$ cat src/rtl/fini_encoder_k4_pkg.sv
// ============================================================================
// Module : fini_encoder_k4_pkg
// Brief  : Shared codeword constants, typedefs and mapping for the FINI encoder
// Rev    : 1.0 - initial release
// ============================================================================
`default_nettype none

package fini_encoder_k4_pkg;

    localparam int CW_W = 5;

    typedef logic [CW_W-1:0] cw_t;

    // AND of the two codewords maps back onto the AND of the data bits
    localparam cw_t CW_ZERO = 5'b00000;
    localparam cw_t CW_ONE  = 5'b11111;

    // One-hot encoding so any corrupted state is detectable
    typedef enum logic [2:0] {
        ST_IDLE  = 3'b001,
        ST_SEND  = 3'b010,
        ST_ERROR = 3'b100
    } state_t;

    function automatic cw_t cw_map(input logic b);
        return b ? CW_ONE : CW_ZERO;
    endfunction

endpackage

`default_nettype wire

$ cat src/rtl/fini_cw_check.sv
// ============================================================================
// Module : fini_cw_check
// Brief  : Combinational codeword membership check, shared with the decoder
// Rev    : 1.0 - initial release
// ============================================================================
`default_nettype none

module fini_cw_check
    import fini_encoder_k4_pkg::*;
(
    input  cw_t  cw,
    output logic is_zero,
    output logic is_one,
    output logic is_member
);

    assign is_zero   = (cw == CW_ZERO);
    assign is_one    = (cw == CW_ONE);
    assign is_member = is_zero | is_one;

endmodule

`default_nettype wire

$ cat src/rtl/fini_encoder_k4.sv
// ============================================================================
// Module : fini_encoder_k4
// Brief  : Serialises a K-bit word into one codeword per data bit, LSB first
// Rev    : 1.0 - initial release
// ============================================================================
`default_nettype none

module fini_encoder_k4
    import fini_encoder_k4_pkg::*;
#(
    parameter int K    = 4,
    parameter int CW_W = fini_encoder_k4_pkg::CW_W
) (
    input  logic            port_clk,
    input  logic            port_rst_n,
    input  logic            port_in_valid,
    output logic            port_in_ready,
    input  logic [K-1:0]    port_in_data,
    output logic [CW_W-1:0] port_c,
    output logic            port_c_valid,
    input  logic            port_c_ready,
    output logic            port_c_last,
    output logic            port_errorFlag
);

    localparam int IDX_W = $clog2(K);

    state_t           r_state;
    state_t           w_state_nxt;
    logic [K-1:0]     r_shreg;
    logic [IDX_W-1:0] r_idx;
    cw_t              r_c;
    logic             r_err;

    logic w_load;
    logic w_shift;
    logic w_state_bad;
    logic w_idx_bad;
    logic w_cw_zero;
    logic w_cw_one;
    logic w_cw_ok;
    logic w_fault;

    fini_cw_check u_cw_check (
        .cw        (r_c),
        .is_zero   (w_cw_zero),
        .is_one    (w_cw_one),
        .is_member (w_cw_ok)
    );

    // Out-of-range index is only representable when K is not a power of two
    if ((1 << IDX_W) > K) begin : g_idx_chk
        assign w_idx_bad = (r_idx > IDX_W'(K - 1));
    end else begin : g_idx_full
        assign w_idx_bad = 1'b0;
    end

    assign w_state_bad    = !(r_state inside {ST_IDLE, ST_SEND, ST_ERROR});
    assign w_fault        = ~w_cw_ok | w_state_bad | w_idx_bad;
    assign port_errorFlag = r_err;

    always_ff @(posedge port_clk or negedge port_rst_n) begin
        if (!port_rst_n) begin
            r_state <= ST_IDLE;
            r_shreg <= '0;
            r_idx   <= '0;
            r_c     <= CW_ZERO;
            r_err   <= 1'b0;
        end else begin
            r_state <= w_state_nxt;
            r_err   <= r_err | w_fault;
            if (w_load) begin
                r_shreg <= port_in_data;
                r_idx   <= '0;
                r_c     <= cw_map(port_in_data[0]);
            end else if (w_shift) begin
                r_shreg <= r_shreg >> 1;
                r_idx   <= r_idx + IDX_W'(1);
                r_c     <= cw_map(r_shreg[1]);
            end else if (w_state_nxt != ST_SEND) begin
                r_c     <= CW_ZERO;
            end
        end
    end

    always_comb begin
        w_state_nxt   = r_state;
        w_load        = 1'b0;
        w_shift       = 1'b0;
        port_in_ready = 1'b0;
        port_c_valid  = 1'b0;
        port_c        = CW_ZERO;
        port_c_last   = 1'b0;
        case (r_state)
            ST_IDLE: begin
                port_in_ready = 1'b1;
                if (port_in_valid) begin
                    w_load      = 1'b1;
                    w_state_nxt = ST_SEND;
                end
            end
            ST_SEND: begin
                port_c_valid  = 1'b1;
                port_c        = r_c;
                port_c_last   = (r_idx == IDX_W'(K - 1));
                port_in_ready = port_c_last & port_c_ready;
                if (port_c_ready) begin
                    if (!port_c_last) begin
                        w_shift = 1'b1;
                    end else if (port_in_valid) begin
                        w_load = 1'b1;
                    end else begin
                        w_state_nxt = ST_IDLE;
                    end
                end
            end
            ST_ERROR: w_state_nxt = ST_ERROR;
            default:  w_state_nxt = ST_ERROR;
        endcase
        // A fault overrides any handshake decided above
        if (w_fault) begin
            w_state_nxt = ST_ERROR;
            w_load      = 1'b0;
            w_shift     = 1'b0;
        end
    end

endmodule

`default_nettype wire

$ cat config.mk
export PLATFORM = sky130hd
export DESIGN_NAME = fini_encoder_k4
export DESIGN_NICKNAME = d
export VERILOG_FILES = /design/src/rtl/fini_encoder_k4_pkg.sv /design/src/rtl/fini_cw_check.sv /design/src/rtl/fini_encoder_k4.sv
export SDC_FILE = /design/constraint.sdc
export NUM_CORES = 1
export LEC_CHECK = 0
export ABC_AREA = 1
export BUFFER_PORTS_ARGS = -buffer_cell sky130_fd_sc_hd__buf_4
export CORE_AREA = 5 5 42 44
export CTS_CLUSTER_SIZE = 20
export DETAILED_ROUTE_END_ITERATION = 16
export DIE_AREA = 0 0 47 49
export MAX_ROUTING_LAYER = met4
export PLACE_DENSITY = 0.7
export SLEW_MARGIN = 20
export SYNTH_ARGS = -nofsm -noshare
export SYNTH_HDL_FRONTEND = slang
export SYNTH_SLANG_ARGS = --single-unit
$ cat constraint.sdc
create_clock -name port_clk -period 4.15 [get_ports port_clk]
set_clock_uncertainty 0.1 [all_clocks]
set_input_delay 1.245 -clock port_clk [delete_from_list [all_inputs] [get_ports port_clk]]
set_output_delay 1.245 -clock port_clk [all_outputs]
set_load 0.05 [all_outputs]
==> parameters.txt, run 1 <==
Parameter                              Value

Status
  Run status ... complete, no violations

Clock tree
  Clock tree from TritonCTS ... yes
  Clk_lat worst skew ... 0.25 ns
  Clock Root Buffer ... sky130_fd_sc_hd__clkbuf_4
  TritonCTS buffer count ... 3
  Number of instances resized during post-cts repair ... 0
  Clock Path Buffers ... 2
  Number of sinks on the clock net ... 10
  Setup Buffers After CTS ... 0
  CTS H-tree depth ... 1
  Clock slew at reported path FFs ... 0.06 ns
  Hold buffer count at cts ... 0

Setup path
  Crit path launch type ... input port
  Biggest fanout along the worst timing path ... 3
  Sequence of cells on the critical path ... buf_4, nand2_1, nand2_1, nand2_1, inv_1, buf_4
  Data arrival time of the critical path ... 1.81 ns
  Critical Path Sink Type ... output port
  Delay of the slowest cell on the worst path ... 0.18 ns
  CP Class ... in2out
  Slowest cell on the critical path ... sky130_fd_sc_hd__buf_4
  Dominant cell type by count on the critical path ... sky130_fd_sc_hd__nand2_1
  Required time of the critical path ... 2.80 ns

Detailed routing
  Antenna Violating Nets Remaining ... 0
  Wirelength, routed ... 1.12 mm
  Drt via density ... 4.40
  Initial DRT Pass Iterations ... 4
  Wire length per cell ... 10.2 µm
  Number of violations reported at the end of detailed-routing iteration 0 ... 8
  Via count of the routed design ... 484
  Residual DRC count ... 0

Placement
  Pre-CTS worst setup slack ... 1.00 ns
  HPWL Detailed ... 926 µm
  Buffers on Ports ... 16
  Placed Cells ... 106
  GP Congestion ... 0.732

Logic synthesis
  Share of synthesized area occupied by flip-flops and latches ... 40.9%
  Net count of the mapped netlist ... 87
  Mapped Area ... 616 µm²
  Warning count from the yosys run ... 0
  Syn Inst Count ... 78
  Post-synthesis register bit count ... 10
  Mean cell area of the mapped netlist ... 7.89 µm²
  Unique cell type count in the Yosys netlist ... 19

Timing
  Peak Freq ... 317 MHz
  Total of endpoints with negative setup slack in the final report ... 0
  Sum of negative setup slack ... 0 ns
  Tightest Pin Transition ... 0.272 ns
  Final max-slew violation count ... 0
  Normalized max-slew margin ... 81.8%
  Final hold violation count ... 0
  Time the final worst path needs with I/O delays and setup ... 3.15 ns
  Final clock period utilization by the worst path ... 76.0%
  Final worst hold slack ... 0.377 ns
  RSZ-0062 raised after global routing ... false
  Slack of the critical path ... 0.996 ns

Layout
  Fill count ... 136
  Area occupied by registers ... 251 µm²
  Number of nets in the layout ... 104
  Multi-input logic area ... 282 µm²
  Synthesis-to-finish area growth ... 23.8%
  Ant. Diodes ... 0
  Share of post-route cells with drive strength above 1 ... 35.1%
  Final std cells w/o fill ... 110

Global route
  Aggregate global-route resource usage ... 11.6%
  Total congestion overflow after global routing ... 0
  Pin count of the biggest net entering global routing ... 11
  Via count of the first global-routing pass ... 474
  Antenna violations before repair ... 0
  Global-route wire length before repair ... 1.95 mm

Power and ir drop
  Leakage power summed over all cells ... 0.000422 µW
  Max VDD drop ... 0.206 mV
  Seq pwr share ... 50.9%
  Clock network fraction of total power ... 44.1%
  Total power per unit cell area ... 251 nW/µm²
  Fraction of power spent switching nets ... 18.8%
  Internal Power ... 155 µW
  Combinational share of power ... 5.0%
  NetSw ... 36.1 µW

Job
  Max Cap Violations ... 0

Floorplanning
  Count of standard-cell rows ... 14
  Die height ... 49 µm
  Area of the core ... 1400 µm²
  Die area ... 2300 µm²
  Width of the die ... 47 µm
  Number of placed I/O pins ... 17
  Starting utilization of the core area ... 43.9%

Hold path
  Kind of path behind the tightest hold check ... reg2reg
==> state kept, by name (all words and copies together) (netlist names) <==
name,count
r_c,1
r_state,3
r_idx,2
r_shreg,3
port_errorFlag,1
==> cell families after synthesis <==
family | after synthesis | share of synthesized area, %
simple gates | 45 | 39.4
fa+ha+maj | 1 | 2.03
buf+inv | 18 | 13.4
compound gates | 3 | 2.85
flops | 10 | 40.9
xor+xnor | 1 | 1.42
==> synth_stat cells <==
library cell | instances | share of area, %
sky130_fd_sc_hd__nand2_1 | 21 | 13
sky130_fd_sc_hd__a21oi_1 | 2 | 1.6
sky130_fd_sc_hd__inv_2 | 3 | 1.8
sky130_fd_sc_hd__nand3_4 | 1 | 2.8
sky130_fd_sc_hd__nand4_2 | 1 | 2.0
sky130_fd_sc_hd__nand4_1 | 1 | 1.0
sky130_fd_sc_hd__nand2_4 | 2 | 3.7
sky130_fd_sc_hd__nor2_1 | 9 | 5.5
sky130_fd_sc_hd__dfstp_2 | 1 | 4.3
sky130_fd_sc_hd__inv_1 | 11 | 6.7
sky130_fd_sc_hd__nor3_1 | 1 | 0.81
sky130_fd_sc_hd__buf_4 | 4 | 4.9
sky130_fd_sc_hd__nand3_1 | 4 | 3.3
sky130_fd_sc_hd__ha_1 | 1 | 2.0
sky130_fd_sc_hd__o21bai_1 | 1 | 1.2
sky130_fd_sc_hd__nand2_2 | 2 | 2.0
sky130_fd_sc_hd__dfrtp_1 | 9 | 37
sky130_fd_sc_hd__xnor2_1 | 1 | 1.4
sky130_fd_sc_hd__nor2_4 | 3 | 5.5
==> through the flow <==
| stage | power [µW] | util [%] | cell area (µm²) |
|---|---|---|---|
| after detailed placement | 109 | 51.8 | 726 |
| after CTS | 196 | 54.4 | 762 |
| after floorplan | 101 | - | 616 |
| after global routing | 204 | 54.4 | 762 |
| final | 191 | 54.4 | 762 |
| after global placement | 109 | 51.8 | 726 |
==> cell type report <==
class / count / share of cell area (%)
multi-input cells: 50 / 36.9
well taps: 16 / 2.63
clock buffers: 4 / 4.76
flip-flops and latches: 10 / 33.0
inverters: 14 / 6.90
repair buffers: 16 / 15.8
==> per-layer routing <==
layer  track usage [%]  up-vias  routed length (µm)
met5                 -        -                   0
met4              5.53        0                  12
met3              2.21        2                  79
met2              15.6       12                 510
met1              16.5      205                 518
li1                  -      265                   -
==> worst paths after layout <==
| path | start | endpoint | slack, ns | depth (start not counted) |
|---|---|---|---|---|
| min in group asynchronous | port_rst_n | port_errorFlag | 0.70 | 1 |
| max in group asynchronous | port_rst_n | r_state[0] | 3.03 | 1 |
| worst min register to register | r_shreg[3] | r_shreg[3] | 0.38 | 2 |
| worst max register to register | r_idx[0] | r_idx[0] | 2.73 | 6 |
| worst max-delay path | port_c_ready | port_in_ready | 1.0 | 6 |
| worst min-delay path | r_shreg[3] | r_shreg[3] | 0.38 | 2 |
==> cell usage in the layout (no fill, tap or decap) <==
master | netlist | final
sky130_fd_sc_hd__dfstp_2 | 1 | 1
sky130_fd_sc_hd__o21bai_1 | 1 | 1
sky130_fd_sc_hd__ha_1 | 1 | 1
sky130_fd_sc_hd__a21oi_1 | 2 | 2
sky130_fd_sc_hd__nand3_1 | 4 | 4
sky130_fd_sc_hd__dfrtp_1 | 9 | 9
sky130_fd_sc_hd__clkbuf_8 | 0 | 1
sky130_fd_sc_hd__nor3_1 | 1 | 1
sky130_fd_sc_hd__nor2_4 | 3 | 3
sky130_fd_sc_hd__nand2_4 | 2 | 2
sky130_fd_sc_hd__nand2_2 | 2 | 2
sky130_fd_sc_hd__inv_2 | 3 | 3
sky130_fd_sc_hd__xnor2_1 | 1 | 1
sky130_fd_sc_hd__nand4_1 | 1 | 1
sky130_fd_sc_hd__buf_4 | 4 | 16
sky130_fd_sc_hd__nand3_4 | 1 | 1
sky130_fd_sc_hd__nand2_1 | 21 | 21
sky130_fd_sc_hd__inv_1 | 11 | 11
sky130_fd_sc_hd__clkbuf_4 | 0 | 3
sky130_fd_sc_hd__nor2_1 | 9 | 9
sky130_fd_sc_hd__nand4_2 | 1 | 1
==> worst max-delay path: cells and delay by family <==
family | cells | cell delay [ns]
simple gates | 3 | 0.22
buf+inv | 3 | 0.34
==> power by group through the flow <==
stage,sequential (µW),combinational (µW),clock (µW)
finish,97.5,9.55,84.4
detailed placement,99.3,9.73,0
CTS,97.4,9.76,88.3
global route,97.4,10.7,95.7
floorplan,99.3,1.92,0
global placement,99.3,9.69,0
No activity file was read; power rests on OpenSTA's default activity.
==> run 2: changes to the inputs <==
clock period = 3 ns   (was 4.15 ns; I/O delays follow)
==> parameters.txt, run 2 (synthesis gave the netlist of run 1 again) <==
Parameter                              Value

Status
  Run status ... complete, no violations

Timing
  Slack of the critical path ... 0.537 ns (-0.459 ns)
  Final max-slew violation count ... 0 (unchanged)
  Final worst hold slack ... 0.356 ns (-0.0203 ns)
  Total of endpoints with negative setup slack in the final report ... 0 (unchanged)
  Final clock period utilization by the worst path ... 82.1%
  Peak Freq ... 406 MHz
  Sum of negative setup slack ... 0 ns (unchanged)
  Time the final worst path needs with I/O delays and setup ... 2.46 ns
  Normalized max-slew margin ... 80.4% (-1.5 points)
  Tightest Pin Transition ... 0.294 ns (+0.0221 ns)
  Final hold violation count ... 0 (unchanged)
  RSZ-0062 raised after global routing ... false

Layout
  Fill count ... 143 (+5.1%)
  Finished Core Util ... 54.4% (unchanged)
  Number of nets in the layout ... 104 (unchanged)
  Highest-count cells in the layout ignoring fill and taps ... sky130_fd_sc_hd__nand2_1 (21), sky130_fd_sc_hd__buf_4 (16), sky130_fd_sc_hd__inv_1 (11)
  Commonest non-fill, non-tap cell in the layout ... sky130_fd_sc_hd__nand2_1
  Largest registers ... r_shreg (3), r_state (3), r_idx (2)
  Post-route cell area ... 762 µm² (unchanged)
  Share of post-route cells with drive strength above 1 ... 35.1% (unchanged)
  Ant. Diodes ... 0 (unchanged)
  Synthesis-to-finish area growth ... 23.8% (unchanged)

Global route
  Via count of the first global-routing pass ... 468 (-1.3%)
  Antenna violations before repair ... 0 (unchanged)
  Pin count of the biggest net entering global routing ... 11 (unchanged)
  Global-route wire length before repair ... 1.93 mm (-1.0%)
  Aggregate global-route resource usage ... 11.5% (-0.16 points)
  Total congestion overflow after global routing ... 0 (unchanged)

Detailed routing
  Initial DRT Pass Iterations ... 4 (unchanged)
  Wirelength, routed ... 1.15 mm (+2.7%)
  Drt via density ... 4.47 (+1.7%)
  Residual DRC count ... 0 (unchanged)
  Number of violations reported at the end of detailed-routing iteration 0 ... 4 (-4)
  Wire length per cell ... 10.5 µm (+2.7%)
  Via count of the routed design ... 492 (+1.7%)
  Antenna Violating Nets Remaining ... 0 (unchanged)

Clock tree
  Setup Buffers After CTS ... 0 (unchanged)
  Hold buffer count at cts ... 0 (unchanged)
  TritonCTS buffer count ... 3 (unchanged)
  Number of sinks on the clock net ... 10 (unchanged)
  Clk_lat worst skew ... 0.26 ns (about the same)
  Clock Root Buffer ... sky130_fd_sc_hd__clkbuf_4
  Clock Path Buffers ... 2 (unchanged)
  Clock tree from TritonCTS ... yes
  Clock slew at reported path FFs ... 0.07 ns (about the same)
  CTS H-tree depth ... 1 (unchanged)
  Number of instances resized during post-cts repair ... 0 (unchanged)

Setup path
  R2r endpoint ... r_idx[0]
  Data arrival time of the critical path ... 1.46 ns (-0.35 ns)
  Worst reg2reg startpoint ... r_idx[0]
  Slowest cell on the critical path ... sky130_fd_sc_hd__buf_4
  Worst Reg-to-Reg Cells ... 6 (unchanged)
  Dominant cell type by count on the critical path ... sky130_fd_sc_hd__nand2_1
  Critical Path Sink Type ... output port
  Worst setup slack for register-to-register paths ... 1.58 ns (-1.15 ns)
  Sequence of cells on the critical path ... buf_4, nand2_1, nand2_1, nand2_1, inv_1, buf_4
  Biggest fanout along the worst timing path ... 3 (unchanged)
  Required time of the critical path ... 2.00 ns (-0.80 ns)
  Crit path launch type ... input port
  Delay of the slowest cell on the worst path ... 0.18 ns (about the same)
  CP Class ... in2out

Power and ir drop
  Max VDD drop ... 0.219 mV (+6.0%)
  Total power per unit cell area ... 350 nW/µm² (+39%)
  Leakage power summed over all cells ... 0.000422 µW (unchanged)

Placement
  Placement Cell Area ... 726 µm² (unchanged)
  Buffers on Ports ... 16 (unchanged)
  Pre-CTS worst setup slack ... 0.538 ns (-0.462 ns)
  HPWL Detailed ... 942 µm (+1.7%)
  GP Congestion ... 0.733 (about the same)

Floorplanning
  Count of standard-cell rows ... 14 (unchanged)
  Die height ... 49 µm (unchanged)
  Die area ... 2300 µm² (unchanged)
  Number of placed I/O pins ... 17 (unchanged)
  Width of the die ... 47 µm (unchanged)
  Starting utilization of the core area ... 43.9% (unchanged)
  Area of the core ... 1400 µm² (unchanged)

Job
  Max Cap Violations ... 0 (unchanged)

Hold path
  Kind of path behind the tightest hold check ... in2async
-- run 2: how the worst max path moves through the flow --
stage	start	end	slack, ns	depth (start not counted)
2_1_floorplan	r_state[2]	port_c[1]	0.26	4
3_3_place_gp	port_c_ready	port_in_ready	0.54	6
3_5_place_dp	port_c_ready	port_in_ready	0.54	6
4_1_cts	r_state[2]	port_c[3]	0.53	4
5_1_grt	r_state[2]	port_c[1]	0.45	4
6_report	port_c_ready	port_in_ready	0.54	6
-- run 2: metal layers --
| metal | vias up | part of all wire (%) | wire, µm | global-route usage, % |
|---|---|---|---|---|
| met2 | 10 | 45 | 522 | 15.8 |
| met3 | 2 | 5.8 | 67 | 2.21 |
| met4 | 0 | 1.1 | 13 | 5.53 |
| li1 | 262 | - | - | - |
| met1 | 218 | 48 | 547 | 15.8 |
| met5 | - | 0 | 0 | - |
-- run 2: cell type report --
type	instances	area (µm²)	share of cell area, %
Timing Repair Buffer	16	120	15.8
Sequential cell	10	251	33.0
Tap cell	16	20.0	2.63
Clock buffer	4	36.3	4.76
Inverter	14	52.6	6.90
Multi-Input combinational cell	50	282	36.9
-- run 2: worst max-delay path: cells and delay by family --
kind	cells	cell delay [ns]
buf+inv	3	0.34
simple gates	3	0.22
-- run 2: where the power goes --
group | total, µW | leakage (µW) | switching (µW) | internal, µW
Combinational | 13.3 | 0.000275 | 6.74 | 6.60
Sequential | 135 | 0.000126 | 0 | 135
Clock | 119 | 0.0000210 | 45.2 | 73.6
-- run 2: stage by stage --
step / instances / total power [µW]
6_report: 110 / 267
5_1_grt: 110 / 281
4_1_cts: 110 / 271
3_5_place_dp: 106 / 151
3_3_place_gp: 106 / 151
2_1_floorplan: 78 / 140
